### src/rtl/instr_fetch_unit.sv
// instr_fetch_unit: PC generator and small fetch queue in front of decode.
// The PC drives a combinational instruction memory. The returned word is
// captured together with its PC in a circular queue. Decode drains the queue
// over a valid/ready handshake. A redirect flushes everything and reloads
// the PC. A stall freezes fetch but lets the queue drain.

`ifndef INSTR_MEM_WIDTH
`define INSTR_MEM_WIDTH 16
`endif

`ifndef INSTR_WIDTH
`define INSTR_WIDTH 32
`endif

module instr_fetch_unit #(
    parameter int                  PC_WIDTH   = 64,
    parameter int                  ADDR_WIDTH = `INSTR_MEM_WIDTH,
    parameter int                  IW         = `INSTR_WIDTH,
    parameter logic [PC_WIDTH-1:0] RESET_PC   = '0,
    parameter int                  FQ_DEPTH   = 2
) (
    input  logic                  clk,
    input  logic                  rst_n,
    output logic [ADDR_WIDTH-1:0] instr_addr,
    output logic                  re,
    input  logic [IW-1:0]         instr,
    input  logic                  fetch_stall,
    input  logic                  redirect_valid,
    input  logic [PC_WIDTH-1:0]   redirect_pc,
    output logic                  out_valid,
    input  logic                  out_ready,
    output logic [IW-1:0]         out_instr,
    output logic [PC_WIDTH-1:0]   out_pc
);

    localparam int PTR_W = $clog2(FQ_DEPTH);
    localparam int CNT_W = PTR_W + 1;

    logic [PC_WIDTH-1:0] r_pc;
    logic [PC_WIDTH-1:0] r_qPc    [FQ_DEPTH];
    logic [IW-1:0]       r_qInstr [FQ_DEPTH];
    logic [PTR_W-1:0]    r_head;
    logic [PTR_W-1:0]    r_tail;
    logic [CNT_W-1:0]    r_count;

    logic                w_empty;
    logic                w_full;
    logic                w_enq;
    logic                w_deq;
    logic [PC_WIDTH-1:0] w_redirTarget;

    // Queue status, handshake qualifiers and the word-aligned redirect target.
    // Masking with ~3 keeps the redirect target word-aligned.
    // The enqueue decision depends only on occupancy, never on out_ready.
    always_comb begin
        w_empty       = (r_count == '0);
        w_full        = (r_count == CNT_W'(FQ_DEPTH));
        w_redirTarget = redirect_pc & ~PC_WIDTH'(3);
        w_enq         = rst_n & ~redirect_valid & ~fetch_stall & ~w_full;
        w_deq         = ~w_empty & ~redirect_valid & out_ready;
    end

    // Outputs toward the instruction memory and decode.
    // The head fields read as zero whenever the queue is empty.
    always_comb begin
        instr_addr = r_pc[ADDR_WIDTH-1:0];
        re         = w_enq;
        out_valid  = ~w_empty & ~redirect_valid;
        out_pc     = w_empty ? '0 : r_qPc[r_head];
        out_instr  = w_empty ? '0 : r_qInstr[r_head];
    end

    // Program counter: reload on redirect, advance by one word on each fetch.
    always_ff @(posedge clk or negedge rst_n) begin
        if (!rst_n) begin
            r_pc <= RESET_PC;
        end else if (redirect_valid) begin
            r_pc <= w_redirTarget;
        end else if (w_enq) begin
            r_pc <= r_pc + PC_WIDTH'(4);
        end
    end

    // Queue storage: capture {pc, instr} at the tail on every fetch.
    always_ff @(posedge clk or negedge rst_n) begin
        if (!rst_n) begin
            for (int i = 0; i < FQ_DEPTH; i++) begin
                r_qPc[i]    <= '0;
                r_qInstr[i] <= '0;
            end
        end else if (w_enq) begin
            r_qPc[r_tail]    <= r_pc;
            r_qInstr[r_tail] <= instr;
        end
    end

    // Head, tail and occupancy. A redirect flushes the queue and overrides any handshake.
    always_ff @(posedge clk or negedge rst_n) begin
        if (!rst_n) begin
            r_head  <= '0;
            r_tail  <= '0;
            r_count <= '0;
        end else if (redirect_valid) begin
            r_head  <= '0;
            r_tail  <= '0;
            r_count <= '0;
        end else begin
            if (w_enq) begin
                r_tail <= r_tail + PTR_W'(1);
            end
            if (w_deq) begin
                r_head <= r_head + PTR_W'(1);
            end
            r_count <= r_count + CNT_W'(w_enq) - CNT_W'(w_deq);
        end
    end

endmodule

### config.mk
export PLATFORM = sky130hd
export DESIGN_NAME = instr_fetch_unit
export DESIGN_NICKNAME = d
export VERILOG_FILES = /design/src/rtl/instr_fetch_unit.sv
export SDC_FILE = /design/constraint.sdc
export NUM_CORES = 1
export LEC_CHECK = 0
export CORE_AREA = 2 2 165 167
export CTS_BUF_LIST = sky130_fd_sc_hd__clkbuf_16
export CTS_CLUSTER_DIAMETER = 100
export DETAILED_ROUTE_END_ITERATION = 16
export DIE_AREA = 0 0 167 169
export PLACE_DENSITY = 0.85
export SLEW_MARGIN = 10
export SYNTH_ARGS = -nofsm -noshare
export SYNTH_HDL_FRONTEND = slang
export SYNTH_SLANG_ARGS = --single-unit
### constraint.sdc
create_clock -name clk -period 2.5 [get_ports clk]
set_clock_uncertainty 0.1 [all_clocks]
set_input_delay 0.25 -clock clk [delete_from_list [all_inputs] [get_ports clk]]
set_output_delay 0.25 -clock clk [all_outputs]
set_load 0.05 [all_outputs]
---- Word-level counts from Yosys, hierarchy flattened ----
Index checks and enable logic that the tools add are counted.
storage, ports and cells
  register bits ........................... 260
  word-level logic and storage cells ...... 53
  input bits .............................. 101
cells by class
  equal/unequal tests ..................... 1
  magnitude comparators ................... 3
  muxes and demuxes ....................... 21
  reductions and logical operators ........ 4
  add/subtract/negate cells ............... 5
  bitwise gates (word level) .............. 11
operators with widths
  cell                                                                   count
  64-bit two-way mux                                                     7
  32-bit two-way mux                                                     5
  128-bit bitwise mux                                                    1
  64-bit by 3-bit adder with 64-bit output (second input constant)       1
  64-bit bitwise mux                                                     1
  64-bit demux with 1-bit select                                         1
  32-bit demux with 1-bit select                                         1
  1-bit AND                                                              5
  2-bit >= comparator (second input constant)                            2
  1-bit two-way mux                                                      4
  1-bit inverter                                                         4
  1-bit inverter with 2-bit output                                       2
  2-bit nonzero test                                                     2
  1-bit adder (second input constant)                                    2
  2-bit by 1-bit adder with 2-bit output                                 1
  2-bit == test (second input constant)                                  1
  2-bit logical NOT                                                      1
  2-bit by 1-bit < comparator with 1-bit output (second input constant)  1
  2-bit two-way mux                                                      1
  2-bit by 1-bit subtractor with 2-bit output                            1
  1-bit logical AND                                                      1

---- Depth between registers and ports, before layout ----
  depth in word-level cells ............... 7
  gate-level depth with buffers ........... 8
  gate-level depth less buffers ........... 8

---- Worst setup path before layout ----
No wires, ideal clock.
  kind .................................... flip-flop to flip-flop
  from .................................... register r_count[0]
  to ...................................... register r_qPc[10] (netlist name)
  setup slack ............................. -102 ps
  arrival time ............................ 2378 ps
  path buffers ............................ 2
  stages on the path, launching flop included .. 8
  library setup time ...................... 125 ps
  cell sequence ........................... dfrtp_1 > nand2b_1 > nand2_1 > nor2_1 > nand2_1 > clkbuf_1 > clkbuf_1 > mux2_2
on the way
  word-level cells in the longest chain between the ends .. 3
RTL lines
  element                          line  source
  from (decl)                      44    logic [CNT_W-1:0] r_count;
  from (signal assigned)           114   r_count <= r_count + CNT_W'(w_enq) - CNT_W'(w_deq);
  2-bit == test                    57    w_full = (r_count == CNT_W'(FQ_DEPTH));
  1-bit inverter                   59    w_enq = rst_n & ~redirect_valid & ~fetch_stall & ~w_full;
  1-bit AND                        59
  named net re                     25    output logic re,
  to (signal, indexed assignment)  92    r_qPc[r_tail] <= r_pc;
  to (decl)                        40    logic [PC_WIDTH-1:0] r_qPc [FQ_DEPTH];
The timed path passes the listed nets, and every way through them passes these cells.
A chain may end at the register's enable or synchronous reset.

---- Worst setup path after layout ----
  from .................................... register r_count[1]
  to ...................................... output port out_valid
on the way
  word-level cells in the longest chain between the ends .. 3
RTL lines
  element            line  source
  2-bit logical NOT  56    w_empty = (r_count == '0);
  1-bit inverter     68    out_valid = ~w_empty & ~redirect_valid;
  1-bit AND          68
  to (decl)          30    output logic out_valid,
Every way passes these cells.

==> results.ini <==
[run_status]
run_status = complete, no violations

[route]
drt-initial-drc-count = 974
drt-pass1-iter-count = 5
ant_nets = 0
drt-wirelength-per-cell_um = 18.9
drcViolationCount = 0
dr_total_vias = 9612
route.final.wire_length_um = 32200
route.detailed.vias_per_inst = 5.65

[clocking]
clkTransAtPathRegs_ns = 0.06
ctsLongestPathBuffers = 3
ctsHtreeMaxLevel = 1
clock-sinks = 254
cts_inserted_buffers = 26
cts_tree = done
clockRootBuffer = clkbuf_16
insertion_delay_ns = 0.53

[floorplanning]
floorplan.initialDensity_pct = 47.2
die_width_um = 167
die_area_sq_um = 28200
chipHeight_um = 169
io_pins = 215
placementRows = 60
core-area_sq_um = 26500

[timing]
timing_worst_slew_pin_value_ns = 1.02
hold_violations = 0
final_max_slew_viol_count = 0
timing.final.crit_share_pct = 99.3
maxClockFrequency_ghz = 0.403
final.setup.worst_slack_ns = 0.0173
setup_viol = 0
max-slew-margin-rel_pct = 31.9
fin_crit_period_ns = 2.48

[power]
power.density_cell_area_nw_per_um2 = 847
ir_drop_mv = 0.591
power_leakage_nw = 6.93

[placement]
portBuffers = 208
detailed_place.area_sq_um = 15800
hpwl_um = 21500
preCtsSetupSlack_ns = -0.133
placer_congestion_estimate = 0.807

[global_routing]
grt_start_max_net_pins = 175
antenna_found_initial = 0
grt_usage_pct = 22.3
grt_pass1_vias = 9766
grt_first_pass_wirelength_um = 51400
globalRouteOverflowTotal = 0

[critical_path]
reg2reg_from = r_pc[32]
crit-reg2reg-capture = r_pc[50]
worstSetupStartpoint = r_count[1]
critPathArrivalTime_ns = 2.13
r2r_setup_slack_ns = 0.07
crit_path_start_kind = register
setup.worst_path.class = register to primary output
cp_slowest_stage_delay_ns = 0.84
worst_r2r_path_depth = 5
worst_setup_path_end_kind = primary output
required_ns = 2.15
crit_path_cell_trace = nor2_4 -> nor2_1 -> clkdlybuf4s50_1
critical_path.max_fanout = 5
crit_slowest_cell = clkdlybuf4s50_1

[final_layout]
final_cell_mix = dfrtp_1, mux2_2, nor2_1, clkdlybuf4s50_1, buf_4
final_net_count = 1445
drive_above_1_share_pct = 31.7
layout_commonest_cell = dfrtp_1
n_fill_cell = 1990
diodes_inserted = 0
multi_input_comb_area_sq_um = 5720
finalInstanceArea_sq_um = 16700
area.growth.synth_to_final_pct = 33.4
ff_latch_area_sq_um = 6360

[logic_synthesis]
ys_types = 48
count_of_flip_flops_with_a_built_in_enable_after_synthesis = 0
synth_ff_type = dfrtp_1
synth_cells = 1103
ys_top_cells_by_area = dfrtp_1, mux2_2, mux2i_1, nor2_1, nand2_1
synth-seq-cells = 254
yosys.area.top_type = dfrtp_1
synth_top_cell_area_share_pct = 50.8
syn_area_per_cell_sq_um = 11.3
ys.warnings.count = 0
cell_area_after_technology_mapping_sq_um = 12500
async_reset_ff_share_pct = 100
sequential_cell_area_fraction_in_the_yosys_report_pct = 50.8

[worst_hold_path]
worstHoldPathType = input port to async pin

[flow_run]
cap_viol_max_count = 0

## power by group
part	switching [mW]	internal [mW]
Sequential	0.635	5.21
Combinational	2.24	2.09
Clock	1.61	2.36
Total	4.49	9.66
## timing repair
action / 4_1_cts / 5_1_grt
setup buffers: 0 / 3
resized for setup: 0 / 4
hold buffers: 2 / 0
endpoints found under the hold margin: 255 / 0
setup endpoints to repair: 0 / 5
## registers in the layout, summed over array words and instances (netlist names)
signal and cells:
r_qPc 124, r_qInstr 64, r_pc 62, r_count 2, r_head 1, r_tail 1
## metrics by stage
step	utilization (%)	power [mW]	TNS, ns	hold WS, ns	std cells
floorplan	-	8.52	0	-0.146	1106
global route	63.0	14.8	-0.00471	0.0571	1702
global placement	59.4	10.0	-0.248	-0.0680	1648
detailed placement	59.4	10.2	-0.592	-0.0673	1648
CTS	62.8	14.2	0	0.0609	1698
finish	63.0	14.1	0	0.0827	1702
## critical path, delay by kind of cell (launching register included)
kind | cells | cell delay [ns]
buffers and inverters | 1 | 0.84
AND/OR/NAND/NOR | 2 | 0.27
flip-flops | 1 | 0.49
## how the worst max path moves through the flow
stage,end,slack (ns),cells past startpoint
5_1_grt,r_pc[50],-0.005,5
6_report,out_valid,0.02,3
3_5_place_dp,r_pc[60],-0.13,7
2_1_floorplan,r_pc[58],0.03,6
4_1_cts,out_pc[51],0.04,4
3_3_place_gp,r_pc[60],-0.1,7
## final cells by class
| cell class | instances | share of cell area [%] |
|---|---|---|
| clock buffer | 27 | 4.05 |
| inverter | 15 | 0.337 |
| sequential | 254 | 38.1 |
| clock inverter | 21 | 1.17 |
| multi-input combinational | 754 | 34.2 |
| tap | 341 | 2.56 |
| timing repair buffer | 290 | 19.6 |
## cell usage after synthesis (4+ instances only)
master	instances
dfrtp_1	254
mux2_2	189
nor2_1	141
mux2i_1	95
nand2_1	57
clkbuf_1	51
o21ai_0	36
a31oi_1	28
nand3_1	28
xnor2_1	23
nand4_1	21
buf_4	19
or4_1	19
nor4_1	17
o31ai_1	17
inv_1	15
nor3_1	10
xor2_1	9
nor2b_1	8
or3_1	8
buf_1	7
and3_1	6
a22oi_1	4
clkbuf_8	4
## layer usage
metal	track usage [%]	vias up	wire, um
li1	-	4391	-
met1	29.8	4843	13800
met2	38.5	321	15800
met3	2.60	57	1710
met4	6.67	0	826
met5	0	-	0
## logic make-up after synthesis
logic type | share of synthesized area, %
AOI/OAI and AO/OA | 4.45
muxes | 24.6
other | 0.0300
DFF | 50.8
xor gates and xnor gates | 2.24
and+or+nand+nor | 13.5
adders and majority gates | 0.300
buffers and inverters | 4.03
No activity file was read; power rests on OpenSTA's default activity.
==> RTL edit 1 (same flow settings) <==
`INSTR_MEM_WIDTH`: 16 -> 32.
--- a/src/rtl/instr_fetch_unit.sv
+++ b/src/rtl/instr_fetch_unit.sv
@@ -5,7 +5,7 @@
 // the PC. A stall freezes fetch but lets the queue drain.
 
 `ifndef INSTR_MEM_WIDTH
-`define INSTR_MEM_WIDTH 16
+`define INSTR_MEM_WIDTH 32
 `endif
 
 `ifndef INSTR_WIDTH
Interface: changed (resized instr_addr); port bits go from 215 to 231. The function was not compared with the original's and may differ.
==> RTL edit 1 against the unedited design <==
Worst setup slack improved by 0.058 ns; global-route usage rose by 0.52 points; design area rose by 1.3%; total power fell by 0.54%; largest cell class unchanged; critical path type is now reg -> reg; fmax rose by 2.4%; worst hold slack improved by 0.039 ns; area after synthesis rose by 0.96%; sequential cell count did not move; count of clock-buffer cells in the layout did not move; first-iteration DRC count fell by 10%; highest routed layer unchanged; core utilization rose by 0.79 points; routed wire length rose by 2.0%.
==> RTL edit 1: results (changes against the unedited design) <==
* Detailed Route WL at 32800 um (+2.0%)
* Synth Area per Inst at 11.3 um^2 (-0.48%)
* Gpl congestion at 0.819 (+1.5%)
* # port buffers at 224 (+7.7%)
* Pre-CTS WS at -0.0479 ns (+0.0854 ns)
* Status: complete, no violations
* Met1 GRT Util at 30.9% (+1.1 points)
* Worst-margin pin slew at 0.957 ns (-0.0648 ns)
* Worst path slowest cell: or4_4
* R2r startpoint: r_pc[29]
* Worst path top cell family by delay: simple AND/OR/NAND/NOR gates
* CP peak stage delay at 0.56 ns (-0.28 ns)
* Layout net count at 1477 (+2.2%)
* P_sw at 4.62 mW (+2.9%)
* Vias at 9736 (+1.3%)
* R2r endpoint: r_pc[60]
* Number of fill cells at 1988 (-0.10%)
* GRT Util Overall at 22.9% (+0.52 points)
* Post-CTS repair timing setup buffer count at 1 (+1)
* Final clock-cell share at 4.74% (-0.47 points)
* Post-Route M1 WL at 14000 um (+1.4%)
* Crit path arrival time at 2.78 ns (+0.65 ns)
* Ranking of synthesized cells by area: dfrtp_1, mux2_2, mux2i_1, nor2_1, buf_4
* Largest net degree at the start of global routing at 95 (-46%)
* Non-clk buf share at 21.0% (+1.4 points)
* Max IR drop VDD at 0.615 mV (+4.0%)
* Pleak at 7.04 nW (+1.6%)
* Vias in the first global route at 9963 (+2.0%)
* Pre-antenna DRT Iters at 6 (+1)
* DRT iter0 DRCs at 874 (-10%)
* DR WL met2 at 16000 um (+1.1%)
* Placed wire-length estimate at 22500 um (+4.7%)
* Seq/Total Area, Yosys at 50.3% (-0.48 points)
==> RTL edit 1: cell count changes in the layout (fill, tap and decap cells not counted), sizes merged <==
cell | before | now
clkdlybuf4s50 | 111 | 126
inv | 18 | 22
clkinv | 13 | 14
buf | 177 | 193
bufinv | 4 | 1
==> RTL edit 1: cells by family (layout without fill, tap and decap cells) <==
| logic type | after synthesis | count (layout) | share of synthesized area [%] |
|---|---|---|---|
| adder cells (fa/ha/maj) | 3 | 3 | 0.297 |
| AO/OA/AOI/OAI | 90 | 90 | 4.41 |
| AND/OR/NAND/NOR | 340 | 341 | 13.4 |
| other | 1 | 4 | 0.0297 |
| buffers and inverters | 115 | 386 | 4.94 |
| multiplexers | 284 | 284 | 24.4 |
| XOR/XNOR | 32 | 32 | 2.22 |
| flip-flops | 254 | 254 | 50.3 |
==> RTL edit 1: worst max-delay path by stage <==
stage / startpoint / endpoint / slack, ns / depth (start not counted)
3_5_place_dp: fetch_stall / r_pc[60] / -0.05 / 7
2_1_floorplan: r_pc[26] / r_pc[58] / 0.008 / 6
6_report: r_pc[29] / r_pc[60] / 0.08 / 5
4_1_cts: r_pc[33] / r_pc[60] / 0.05 / 5
3_3_place_gp: fetch_stall / r_pc[60] / -0.11 / 7
5_1_grt: r_pc[31] / r_pc[60] / 0.01 / 5
==> RTL edit 1: power by group through the flow <==
stage / logic [mW] / clock network [mW] / registers [mW]
3_5_place_dp: 4.53 / 0 / 5.91
2_1_floorplan: 2.92 / 0 / 5.73
3_3_place_gp: 4.41 / 0 / 5.80
6_report: 4.55 / 3.68 / 5.84
5_1_grt: 4.85 / 3.92 / 5.97
4_1_cts: 4.59 / 3.75 / 5.84
==> RTL edit 2 (config.mk and constraints unchanged) <==
Made on the original files. Make the reset (`rst_n`) synchronous in 3 clocked blocks.
--- a/src/rtl/instr_fetch_unit.sv
+++ b/src/rtl/instr_fetch_unit.sv
@@ -71,7 +71,7 @@
     end
 
     // Program counter: reload on redirect, advance by one word on each fetch.
-    always_ff @(posedge clk or negedge rst_n) begin
+    always_ff @(posedge clk) begin
         if (!rst_n) begin
             r_pc <= RESET_PC;
         end else if (redirect_valid) begin
@@ -82,7 +82,7 @@
     end
 
     // Queue storage: capture {pc, instr} at the tail on every fetch.
-    always_ff @(posedge clk or negedge rst_n) begin
+    always_ff @(posedge clk) begin
         if (!rst_n) begin
             for (int i = 0; i < FQ_DEPTH; i++) begin
                 r_qPc[i]    <= '0;
@@ -95,7 +95,7 @@
     end
 
     // Head, tail and occupancy. A redirect flushes the queue and overrides any handshake.
-    always_ff @(posedge clk or negedge rst_n) begin
+    always_ff @(posedge clk) begin
         if (!rst_n) begin
             r_head  <= '0;
             r_tail  <= '0;
Behaviour: differs if rst_n is asserted again (counterexample within 4 cycles, from zero or initial values and one cycle with rst_n low); with rst_n held inactive, the same outputs for 4 cycles.
==> RTL edit 2 against the unedited design <==
Design area rose by 2.0%; sequential cell count rose by 1; area after synthesis fell by 0.65%; worst setup slack improved by 0.031 ns; routed wire length rose by 9.4%; sequential share of layout area rose by 3.0 points; synthesized cell count rose by 5.0%; highest routed layer unchanged.
Power is not compared: it rests on default switching activity, and its combinational part moved more than twofold at a synthesized area within 25%.
==> RTL edit 2: results (changes against the unedited design) <==
* Layout net count at 1457 (+0.83%)
* Most frequent cells after synthesis: edfxtp_1, nor2_1, mux2i_1
* Worst hold path class: in -> reg
* Reg2Reg Depth at 6 (+1)
* Worst Setup EP: out_pc[44]
* Pre-CTS WS at 0.0585 ns (+0.192 ns)
* Hold_ws at 0.0737 ns (-0.00902 ns)
* Metal3 WL at 2830 um (+65%)
* First-pass GRT wire length at 53800 um (+4.7%)
* Number of fill cells at 1858 (-6.6%)
* XOR/XNOR share of the synthesized area at 1.62% (-0.62 points)
* Largest net degree at the start of global routing at 95 (-46%)
* Status: complete, no violations
* Syn Inst Count at 1158 (+5.0%)
* R2r startpoint: r_pc[13]
* GRT Util Overall at 23.8% (+1.4 points)
* DR WL met2 at 17000 um (+7.5%)
* Post-route worst setup slack at 0.0485 ns (+0.0312 ns)
* Detailed Route WL at 35200 um (+9.4%)
* Tot Pwr at 10.1 mW
* R2r endpoint: r_pc[60]
* Critical path peak fanout at 94 (+89)
* Fraction of layout cells with a size suffix above 1 at 16.2% (-15 points)
* Gpl congestion at 0.909 (+13%)
* Post-synthesis compound-gate area fraction at 6.40% (+2.0 points)
* FFs w/ async S/R, synth at 0% (-100 points)
* DRT iter0 DRCs at 1325 (+36%)
* EDFF count, synth at 188 (+188)
* Crit path arrival time at 2.10 ns (-0.03 ns)
* Met1 GRT Util at 30.7% (+0.87 points)
* Critical path startpoint: r_count[1]
* Met2 Use GR at 40.1% (+1.6 points)
* Reg-to-reg slack, setup at 0.11 ns (+0.04 ns)
* Post_cts resized at 1 (+1)
* Vias in the first global route at 9769 (+0.031%)
* Relative slew slack at 52.7% (+21 points)
-- RTL edit 2: changes by cell type after synthesis, sizes merged, moves of 12 or more --
| cell | unedited run | this run |
|---|---|---|
| nand4 | 22 | 35 |
| and2 | 4 | 98 |
| a21oi | 0 | 17 |
| clkbuf | 55 | 82 |
| edfxtp | 0 | 188 |
| and3 | 6 | 96 |
| dfrtp | 254 | 0 |
| xnor2 | 23 | 7 |
| mux2 | 189 | 4 |
| nand2 | 57 | 45 |
| dfxtp | 0 | 67 |
-- RTL edit 2: area by class of cell --
| class | instances | area [um^2] | share of cell area [%] |
|---|---|---|---|
| Clock buffer | 27 | 676 | 3.97 |
| Clock inverter | 21 | 230 | 1.35 |
| Inverter | 13 | 51.3 | 0.301 |
| Multi-Input combinational cell | 785 | 4990 | 29.3 |
| Sequential cell | 255 | 6990 | 41.1 |
| Tap cell | 341 | 427 | 2.51 |
| Timing Repair Buffer | 272 | 3660 | 21.5 |
